<file path="config.mk">
export PLATFORM = sky130hd
export DESIGN_NAME = gcd_controller_flat
export DESIGN_NICKNAME = d
export VERILOG_FILES = /design/src/rtl/gcd_controller_pkg.sv /design/src/rtl/gcd_controller_if.sv /design/src/rtl/gcd_controller_iter_counter.sv /design/src/rtl/gcd_controller.sv /design/src/flat_wrapper.sv
export SDC_FILE = /design/constraint.sdc
export NUM_CORES = 1
export LEC_CHECK = 0
export ABC_AREA = 1
export BUFFER_PORTS_ARGS = -buffer_cell sky130_fd_sc_hd__buf_4
export CAP_MARGIN = 40
export CORE_AREA = 10 10 64 66
export CTS_CLUSTER_SIZE = 12
export DETAILED_ROUTE_END_ITERATION = 10
export DIE_AREA = 0 0 74 76
export PLACE_DENSITY = 0.71
export SLEW_MARGIN = 20
export SYNTH_ARGS = -nofsm -noshare
export SYNTH_HDL_FRONTEND = slang
export SYNTH_SLANG_ARGS = --single-unit
</file>
<file path="constraint.sdc">
create_clock -name clk -period 1.47 [get_ports clk]
set_input_delay 0.147 -clock clk [delete_from_list [all_inputs] [get_ports clk]]
set_output_delay 0.147 -clock clk [all_outputs]
set_load 0.02 [all_outputs]
</file>
<file path="src/rtl/gcd_controller_pkg.sv">
// Shared types and constants for the GCD controller and its datapath.
// Mux encodings are named so the strobe decoder reads in datapath terms.
package gcd_controller_pkg;

  localparam int DATA_W = 16;

  typedef enum logic [1:0] {
    IDLE   = 2'd0,
    LOAD_B = 2'd1,
    CMP    = 2'd2,
    DONE   = 2'd3
  } state_e;

  localparam logic SEL_A       = 1'b0;
  localparam logic SEL_B       = 1'b1;
  localparam logic SEL_IN_SUB  = 1'b0;
  localparam logic SEL_IN_DATA = 1'b1;

  typedef struct packed {
    logic ldA;
    logic ldB;
    logic sel1;
    logic sel2;
    logic sel_in;
  } strobes_t;

  // Exactly one comparator flag must be set; anything else means a broken datapath.
  function automatic logic flags_legal(input logic gt, input logic lt, input logic eq);
    return $onehot({gt, lt, eq});
  endfunction

endpackage

</file>
<file path="src/rtl/gcd_controller_if.sv">
// Handshake, datapath strobes, comparator flags and status between the GCD
// controller (master) and the datapath/host side (slave).
interface gcd_controller_if #(
  parameter int ITER_W = 16
);
  logic              in_valid;
  logic              in_ready;
  logic              gt;
  logic              lt;
  logic              eq;
  logic              ldA;
  logic              ldB;
  logic              sel1;
  logic              sel2;
  logic              sel_in;
  logic              busy;
  logic              done;
  logic              err;
  logic [ITER_W-1:0] iter_count;

  modport master (
    input  in_valid, gt, lt, eq,
    output in_ready, ldA, ldB, sel1, sel2, sel_in, busy, done, err, iter_count
  );

  modport slave (
    output in_valid, gt, lt, eq,
    input  in_ready, ldA, ldB, sel1, sel2, sel_in, busy, done, err, iter_count
  );
endinterface

</file>
<file path="src/rtl/gcd_controller_iter_counter.sv">
// Subtraction counter: cleared when a new operand A is taken, incremented per
// subtract, saturating at MAX_ITER so it never wraps back to a small value.
module gcd_controller_iter_counter #(
  parameter int MAX_ITER = 65535,
  parameter int ITER_W   = 16
) (
  input  logic              clk,
  input  logic              rst,
  input  logic              clr_i,
  input  logic              inc_i,
  output logic [ITER_W-1:0] count_o,
  output logic              at_max_o
);

  localparam logic [ITER_W-1:0] MAX_C = ITER_W'(MAX_ITER);

  logic [ITER_W-1:0] count_q;
  logic [ITER_W-1:0] count_d;
  logic              at_max;

  assign at_max = (count_q == MAX_C);

  always_comb begin
    count_d = count_q;
    if (clr_i) begin
      count_d = '0;
    end else if (inc_i && !at_max) begin
      count_d = count_q + ITER_W'(1);
    end
  end

  always_ff @(posedge clk) begin
    if (rst) begin
      count_q <= '0;
    end else begin
      count_q <= count_d;
    end
  end

  assign count_o  = count_q;
  assign at_max_o = at_max;

endmodule

</file>
<file path="src/rtl/gcd_controller.sv">
// Control FSM for the subtract-and-compare GCD datapath: loads A then B over
// valid/ready, iterates A-=B / B-=A until eq, and pulses done (result in A).
module gcd_controller
  import gcd_controller_pkg::*;
#(
  parameter int MAX_ITER = 65535,
  parameter int ITER_W   = 16
) (
  input  logic             clk,
  input  logic             rst,
  gcd_controller_if.master ctl_io
);

  state_e            state_q;
  state_e            state_d;
  logic              err_q;
  logic              err_d;
  strobes_t          stb;
  logic              cnt_clr;
  logic              cnt_inc;
  logic              at_max;
  logic              flags_ok;
  logic              cmp_sub;
  logic [ITER_W-1:0] count;

  assign flags_ok = flags_legal(ctl_io.gt, ctl_io.lt, ctl_io.eq);
  // A subtract is issued only once illegal flags, eq and the limit are all ruled out.
  assign cmp_sub  = (state_q == CMP) && flags_ok && !ctl_io.eq && !at_max;

  gcd_controller_iter_counter #(
    .MAX_ITER (MAX_ITER),
    .ITER_W   (ITER_W)
  ) u_iter (
    .clk      (clk),
    .rst      (rst),
    .clr_i    (cnt_clr),
    .inc_i    (cnt_inc),
    .count_o  (count),
    .at_max_o (at_max)
  );

  always_ff @(posedge clk) begin
    if (rst) begin
      state_q <= IDLE;
      err_q   <= 1'b0;
    end else begin
      state_q <= state_d;
      err_q   <= err_d;
    end
  end

  always_comb begin
    state_d = state_q;
    err_d   = err_q;
    case (state_q)
      IDLE: begin
        if (ctl_io.in_valid) begin
          err_d   = 1'b0;
          state_d = LOAD_B;
        end
      end
      LOAD_B: begin
        if (ctl_io.in_valid) begin
          state_d = CMP;
        end
      end
      CMP: begin
        if (!flags_ok) begin
          err_d   = 1'b1;
          state_d = DONE;
        end else if (ctl_io.eq) begin
          err_d   = 1'b0;
          state_d = DONE;
        end else if (at_max) begin
          err_d   = 1'b1;
          state_d = DONE;
        end
      end
      DONE: begin
        state_d = IDLE;
      end
      default: begin
        state_d = IDLE;
      end
    endcase
  end

  // Mealy strobe decoder: loads land on the same edge the FSM advances.
  always_comb begin
    stb     = '0;
    cnt_clr = 1'b0;
    cnt_inc = 1'b0;
    case (state_q)
      IDLE: begin
        if (ctl_io.in_valid) begin
          stb.sel_in = SEL_IN_DATA;
          stb.ldA    = 1'b1;
          cnt_clr    = 1'b1;
        end
      end
      LOAD_B: begin
        if (ctl_io.in_valid) begin
          stb.sel_in = SEL_IN_DATA;
          stb.ldB    = 1'b1;
        end
      end
      CMP: begin
        if (cmp_sub) begin
          cnt_inc    = 1'b1;
          stb.sel_in = SEL_IN_SUB;
          if (ctl_io.gt) begin
            stb.sel1 = SEL_A;
            stb.sel2 = SEL_B;
            stb.ldA  = 1'b1;
          end else begin
            stb.sel1 = SEL_B;
            stb.sel2 = SEL_A;
            stb.ldB  = 1'b1;
          end
        end
      end
      default: begin
      end
    endcase
  end

  assign ctl_io.in_ready   = (state_q == IDLE) || (state_q == LOAD_B);
  assign ctl_io.busy       = (state_q == LOAD_B) || (state_q == CMP);
  assign ctl_io.done       = (state_q == DONE);
  assign ctl_io.err        = err_q;
  assign ctl_io.iter_count = count;
  assign ctl_io.ldA        = stb.ldA;
  assign ctl_io.ldB        = stb.ldB;
  assign ctl_io.sel1       = stb.sel1;
  assign ctl_io.sel2       = stb.sel2;
  assign ctl_io.sel_in     = stb.sel_in;

endmodule
</file>
<file path="src/flat_wrapper.sv">
// flat-port wrapper written by rule: the top's interface ports become plain ports
module gcd_controller_flat import gcd_controller_pkg::*;
#(
  parameter int MAX_ITER = 65535,
  parameter int ITER_W   = 16
)
  (clk, rst, ctl_io_in_valid, ctl_io_gt, ctl_io_lt, ctl_io_eq, ctl_io_in_ready, ctl_io_ldA, ctl_io_ldB, ctl_io_sel1, ctl_io_sel2, ctl_io_sel_in, ctl_io_busy, ctl_io_done, ctl_io_err, ctl_io_iter_count);
  gcd_controller_if #(.ITER_W(ITER_W)) ctl_io_i ();
  input  logic clk;
  input  logic rst;
  input wire logic [$bits(ctl_io_i.in_valid)-1:0] ctl_io_in_valid;
  input wire logic [$bits(ctl_io_i.gt)-1:0] ctl_io_gt;
  input wire logic [$bits(ctl_io_i.lt)-1:0] ctl_io_lt;
  input wire logic [$bits(ctl_io_i.eq)-1:0] ctl_io_eq;
  output wire logic [$bits(ctl_io_i.in_ready)-1:0] ctl_io_in_ready;
  output wire logic [$bits(ctl_io_i.ldA)-1:0] ctl_io_ldA;
  output wire logic [$bits(ctl_io_i.ldB)-1:0] ctl_io_ldB;
  output wire logic [$bits(ctl_io_i.sel1)-1:0] ctl_io_sel1;
  output wire logic [$bits(ctl_io_i.sel2)-1:0] ctl_io_sel2;
  output wire logic [$bits(ctl_io_i.sel_in)-1:0] ctl_io_sel_in;
  output wire logic [$bits(ctl_io_i.busy)-1:0] ctl_io_busy;
  output wire logic [$bits(ctl_io_i.done)-1:0] ctl_io_done;
  output wire logic [$bits(ctl_io_i.err)-1:0] ctl_io_err;
  output wire logic [$bits(ctl_io_i.iter_count)-1:0] ctl_io_iter_count;
  assign ctl_io_i.in_valid = ctl_io_in_valid;
  assign ctl_io_i.gt = ctl_io_gt;
  assign ctl_io_i.lt = ctl_io_lt;
  assign ctl_io_i.eq = ctl_io_eq;
  assign ctl_io_in_ready = ctl_io_i.in_ready;
  assign ctl_io_ldA = ctl_io_i.ldA;
  assign ctl_io_ldB = ctl_io_i.ldB;
  assign ctl_io_sel1 = ctl_io_i.sel1;
  assign ctl_io_sel2 = ctl_io_i.sel2;
  assign ctl_io_sel_in = ctl_io_i.sel_in;
  assign ctl_io_busy = ctl_io_i.busy;
  assign ctl_io_done = ctl_io_i.done;
  assign ctl_io_err = ctl_io_i.err;
  assign ctl_io_iter_count = ctl_io_i.iter_count;
  gcd_controller #(.MAX_ITER(MAX_ITER), .ITER_W(ITER_W)) u_core (.clk(clk), .rst(rst), .ctl_io(ctl_io_i));
endmodule
</file>
# --- After elaboration in Yosys (flattened, before gate mapping) ---
# Index checks and enable logic that the tools add are counted.
# Widths: inputs -> output; s select.
classes:
  addsub: 3
  eq_ne: 8
  mux: 23
  n_reduce_logical: 14
op_table:
  columns: ["op", "n"]
  rows:
  - ["$add 16x1->16 const B", 1]
  - ["$eq 16x16->1 const B", 1]
  - ["$mux 2", 7]
  - ["$mux 1", 10]
  - ["$pmux 1 s2", 4]
  - ["$pmux 2 s4", 1]
  - ["$reduce_and 3->1", 2]
  - ["$mux 5", 1]
  - ["$eq 2x1->1 const B", 2]
  - ["$eq 2x2->1 const B", 2]
  - ["$logic_and 1x1->1", 4]
  - ["$ne 2x2->1 const B", 2]
  - ["$ne 4x3->1 const B", 1]
  - ["$reduce_or 2->1", 2]
  - ["$add 1x1->2", 1]
  - ["$add 2x1->2", 1]
  - ["$logic_not 1->1", 2]
  - ["$logic_not 2->1", 1]
  - ["$logic_or 1x1->1", 2]
  - ["$reduce_bool 2->1", 1]
word_totals:
  reg_bits: 19
  elab_cells: 51
  output_inout_bits: 25

# --- Logic depth before layout (Yosys ltp) ---
depth:
  depth_word: 9
  ltp_mapped: 10
  ltp_nobuf: 10

# --- Cells and area by module ---
# From an unflattened synthesis, not the netlist that was laid out.
hier_totals:
  hier_cells: 205
  area_unflattened_um2: 1287.5
modules_own_cells:
  columns: ["module", "seq_area_each_um2", "area_each_um2", "cells_each", "instances"]
  rows:
  - ["gcd_controller_iter_counter", 320.3, 930.9, 151, 1]
  - ["gcd_controller", 60.1, 356.6, 54, 1]

# --- Least setup slack after synthesis ---
# Ideal clock, no wire load.
synth_path:
  path_type: "input to output"
  start: "input ctl_io_eq"
  end: "output ctl_io_ldA"
  cell_stages: 8
  path_buffers: 1
  t_required_ps: 1323
  arrival_time_ps: 1686
  setup_slack_ps: -363
  cell_sequence: "inv_1 > fa_1 > inv_1 > nand2_1 > nor2_1 > o21ai_4 > buf_6 > o21ai_0"
synth_between:
  elab_chain_len: 8
synth_lines:
  columns: ["item", "line_no", "rtl"]
  rows:
  - ["start: declaration", "flat_wrapper.sv:14", "input wire logic [$bits(ctl_io_i.eq)-1:0] ctl_io_eq;"]
  - ["$add 1x1->2 (implied by the code)", "gcd_controller_pkg.sv:29", "return $onehot({gt, lt, eq});"]
  - ["$add 2x1->2 (implied by the code)", "gcd_controller_pkg.sv:29", null]
  - ["$eq 2x1->1", "gcd_controller_pkg.sv:29", null]
  - ["$logic_and 1x1->1", "gcd_controller.sv:28", "assign cmp_sub = (state_q == CMP) && flags_ok && !ctl_io.eq && !at_max;"]
  - ["$logic_and 1x1->1 (*) (2 in series)", "gcd_controller.sv:28", null]
  - ["$mux 5 (*)", "gcd_controller.sv:108", "if (cmp_sub) begin"]
  - ["$pmux 1 s2 (*)", "gcd_controller.sv:93", "case (state_q)"]
  - ["end: declaration", "flat_wrapper.sv:16", "output wire logic [$bits(ctl_io_i.ldA)-1:0] ctl_io_ldA;"]
# Mark *: on every way between the ends. The rest lies on a longest branch, timed or not.

# --- Worst setup path in the final report ---
layout_path:
  start: "register u_core.u_iter.count_q[0], in the netlist u_core.u_iter.count_o[0]"
  end: "output ctl_io_ldB"
layout_between:
  elab_chain_len: 5
layout_lines:
  columns: ["item", "line_no", "rtl"]
  rows:
  - ["start: declaration", "gcd_controller_iter_counter.sv:17", "logic [ITER_W-1:0] count_q;"]
  - ["start signal: assignment", "gcd_controller_iter_counter.sv:36", "count_q <= count_d;"]
  - ["$eq 16x16->1", "gcd_controller_iter_counter.sv:21", "assign at_max = (count_q == MAX_C);"]
  - ["$logic_not 1->1", "gcd_controller.sv:28", null]
  - ["$logic_and 1x1->1", "gcd_controller.sv:28", null]
  - ["$mux 5", "gcd_controller.sv:108", null]
  - ["$pmux 1 s2", "gcd_controller.sv:93", null]
  - ["end: declaration", "flat_wrapper.sv:17", "output wire logic [$bits(ctl_io_i.ldB)-1:0] ctl_io_ldB;"]
# No other way between the ends.

==> metrics.txt <==
# H-tree levels=1; I/O Buffers=30; clk_skew=about 10 ps; pwr/cell area=between 900 and 1000 nW/um2; Layout Nets=288; final worst path period need=around 1700 ps; Reg clk slew, reported paths=~120 ps; router iterations before antenna repair=4; largest family of logic cells by synthesized area=simple AND/OR/NAND/NOR gates; Yosys reg bits=19; root buf cell=clkbuf_4; Diodes inserted=0; worst-path fanout max=3; Slew HR=roughly 80%; measured slew at the worst slew-check pin=276 ps; vias=between 1500 and 2000; full die area=~5600 um2; Synth async-reset ratio=0%; fill count=~220; Synth cell types=20; Register-to-Register Path Depth=11; CP endpoint kind=primary output; post-layout util=73.1%; Hold Slack=roughly 81 ps; start of the worst register-to-register path=u_core.state_q[0]; Worst Hold Path EP=u_core.state_q[0]; total CTS buffers=3; mux cell area share after synthesis=0%; Crit Path Category=register to primary output; most common cell in the netlist=nand2_1; Die X=approximately 74 um; Routed Antenna Nets=0; reg2reg setup slack=-250 ps; clk sinks=19; register area share after synthesis=between 20 and 30%; outcome=finished, violations left; DP Wirelength=2790 um; CORE AREA=2930 um2; area leader, netlist=dfxtp_1; failing checks=setup timing; synth-to-layout area growth=67.7%; top cells by count, synth=nand2_1 (72), nor2_1 (26), inv_1 (21); Leak Pwr=between 0.9 and 1 nW; fin. max-slew vios=0; TritonCTS clock tree=done; Post-Synth Adder-Cell Area=7.45%; Worst EP arrival=1590 ps; Clk Latency, worst-skew pair=between 300 and 400 ps; share of the synthesized area in the top cell type=29.8%; hold-critical path depth=4; first-pass GRT wire length=approximately 6700 um; wire per inst=between 10 and 15 um; Clock Path Buffers=2; Post-Syn Instances=roughly 200; Compound-Gate Fraction of Synth Area=roughly 11%; area occupied by multi-input gates=between 900 and 1000 um2; RSZ-0062 raised after global routing=yes; Post-Synth XOR/XNOR Area=between 4 and 5%; Fmax=577 MHz; Total GRT Usage=around 14%; most area-consuming cells after synthesis=dfxtp_1 (30%), nand2_1 (21%), nor2_1 (7.6%); worst hold path type=primary input to register; layout cell share with drive strength beyond 1=approximately 50%; Die Span Y=76 um; number of global-route vias before repair=between 1500 and 2000; WL final=between 4000 and 5000 um; Critical Path RT=approximately 1300 ps; drt first-iter violations=95; Syn. warnings=0; Peak VDD IR=between 1 and 1.5 mV; Placer Congestion=about 0.84; crit start category=register; non-filler cells, final=roughly 310; dpl cells=between 200 and 300; fin crit share=118%; Syn Nets=215; Post-Syn Area=approximately 1300 um2; largest net degree at the start of global routing=12; initial core utilization=around 44%; Main synth FF type=dfxtp_1; DRC=0; Setup-failing EPs final=25; total of max-cap violations=0; Setup TNS=-3860 ps; via density per instance=between 5 and 6; initial antenna violation count=0; simple-gate share of the synthesized area=between 30% and 40%; Hold Fails Final Rpt=0; Hold Crit Start=rst; setup ws final=-263 ps; register area=414 um2; # IOs=31; mean post-synth cell area=roughly 6.3 um2; Rows=20; total gr overflow=0; EDFF count, synth=0; RR Endpoint=u_core.u_iter.count_o[8]
[cells by family (layout without fill, tap and decap cells)]
group	after synthesis	in the layout
and+or+nand+nor	118	118
xor gates and xnor gates	6	6
AOI/OAI and AO/OA	26	26
DFF	19	19
adders and majority gates	7	7
buffers and inverters	26	98
[where the power goes]
part	switching [mW]	internal (mW)	total, mW	leakage (nW)
logic	0.620	0.552	1.17	0.768
clock network	0.173	0.106	0.279	0.0150
registers	0.0436	0.560	0.604	0.164
total	0.837	1.22	2.05	0.946
[worst max path at each step]
| stage | start | to | slack, ps | cells past startpoint |
|---|---|---|---|---|
| finish | u_core.u_iter.count_o[0] | ctl_io_ldB | -260 | 9 |
| global route | u_core.state_q[0] | ctl_io_ldB | -340 | 9 |
| CTS | u_core.u_iter.count_o[1] | ctl_io_ldB | -210 | 9 |
| detailed placement | ctl_io_gt | ctl_io_ldB | -230 | 11 |
| global placement | ctl_io_gt | ctl_io_ldB | -180 | 11 |
| floorplan | ctl_io_gt | ctl_io_ldB | -90 | 9 |
[registers in the layout (all words and copies together), names as in the netlist]
signal / count
u_core.u_iter.count_o: 16
u_core.state_q: 2
u_core.ctl_io.err: 1
[timing repair]
item | 4_1_cts | 5_1_grt
setup endpoints to repair | 6 | 26
gates cloned | 0 | 0
hold endpoints to repair | 0 | 0
buffers inserted | 12 | 3
hold buffers | 0 | 0
pin swaps | 5 | 12
resized for setup | 30 | 37
[through the flow]
| stage | power, mW | instance area, um2 | worst slack (ps) |
|---|---|---|---|
| global route | 2.19 | 2140 | -335 |
| detailed placement | 1.47 | 1810 | -233 |
| finish | 2.05 | 2140 | -263 |
| floorplan | 1.12 | 1340 | -85.5 |
| global placement | 1.46 | 1810 | -183 |
| CTS | 1.92 | 2020 | -211 |
[cell usage in the layout, fill, tap and decap left out, types with 2 or more instances in the layout]
cell	count
inv_1	17
inv_2	4
o21ai_4	2
nand3_1	9
nor2_4	4
dfxtp_2	12
nand4_1	6
xnor2_1	2
nand2_2	14
dfxtp_1	2
nand2_1	57
nor2_2	3
ha_4	4
xor2_1	4
dfxtp_4	5
clkbuf_4	3
nor2_1	21
buf_4	57
nand2_4	3
a21oi_2	5
buf_8	3
a21oi_1	13
o21ai_0	3
buf_6	11
[worst max-delay path: stages (launching register included)]
cell	delay, ps
dfxtp_4	370
ha_4	130
inv_2	40
nor2_4	130
nand2_2	80
o21ai_4	180
inv_2	80
nand2_4	80
a21oi_4	60
buf_6	130
[per-layer routing]
layer	GRT usage, %	vias up	wire [um]
met5	0	-	0
met4	1.68	0	90
met3	4.17	11	264
met2	26.4	44	2330
met1	15.3	733	1770
li1	-	778	-
[area by class of cell]
cell class | count | area share [%]
inverters | 22 | 4.03
multi-input cells | 157 | 44.7
clock buffers | 4 | 1.23
well taps | 33 | 1.93
repair buffers | 72 | 28.8
flip-flops and latches | 19 | 19.3
No activity file was read; power rests on OpenSTA's default activity.
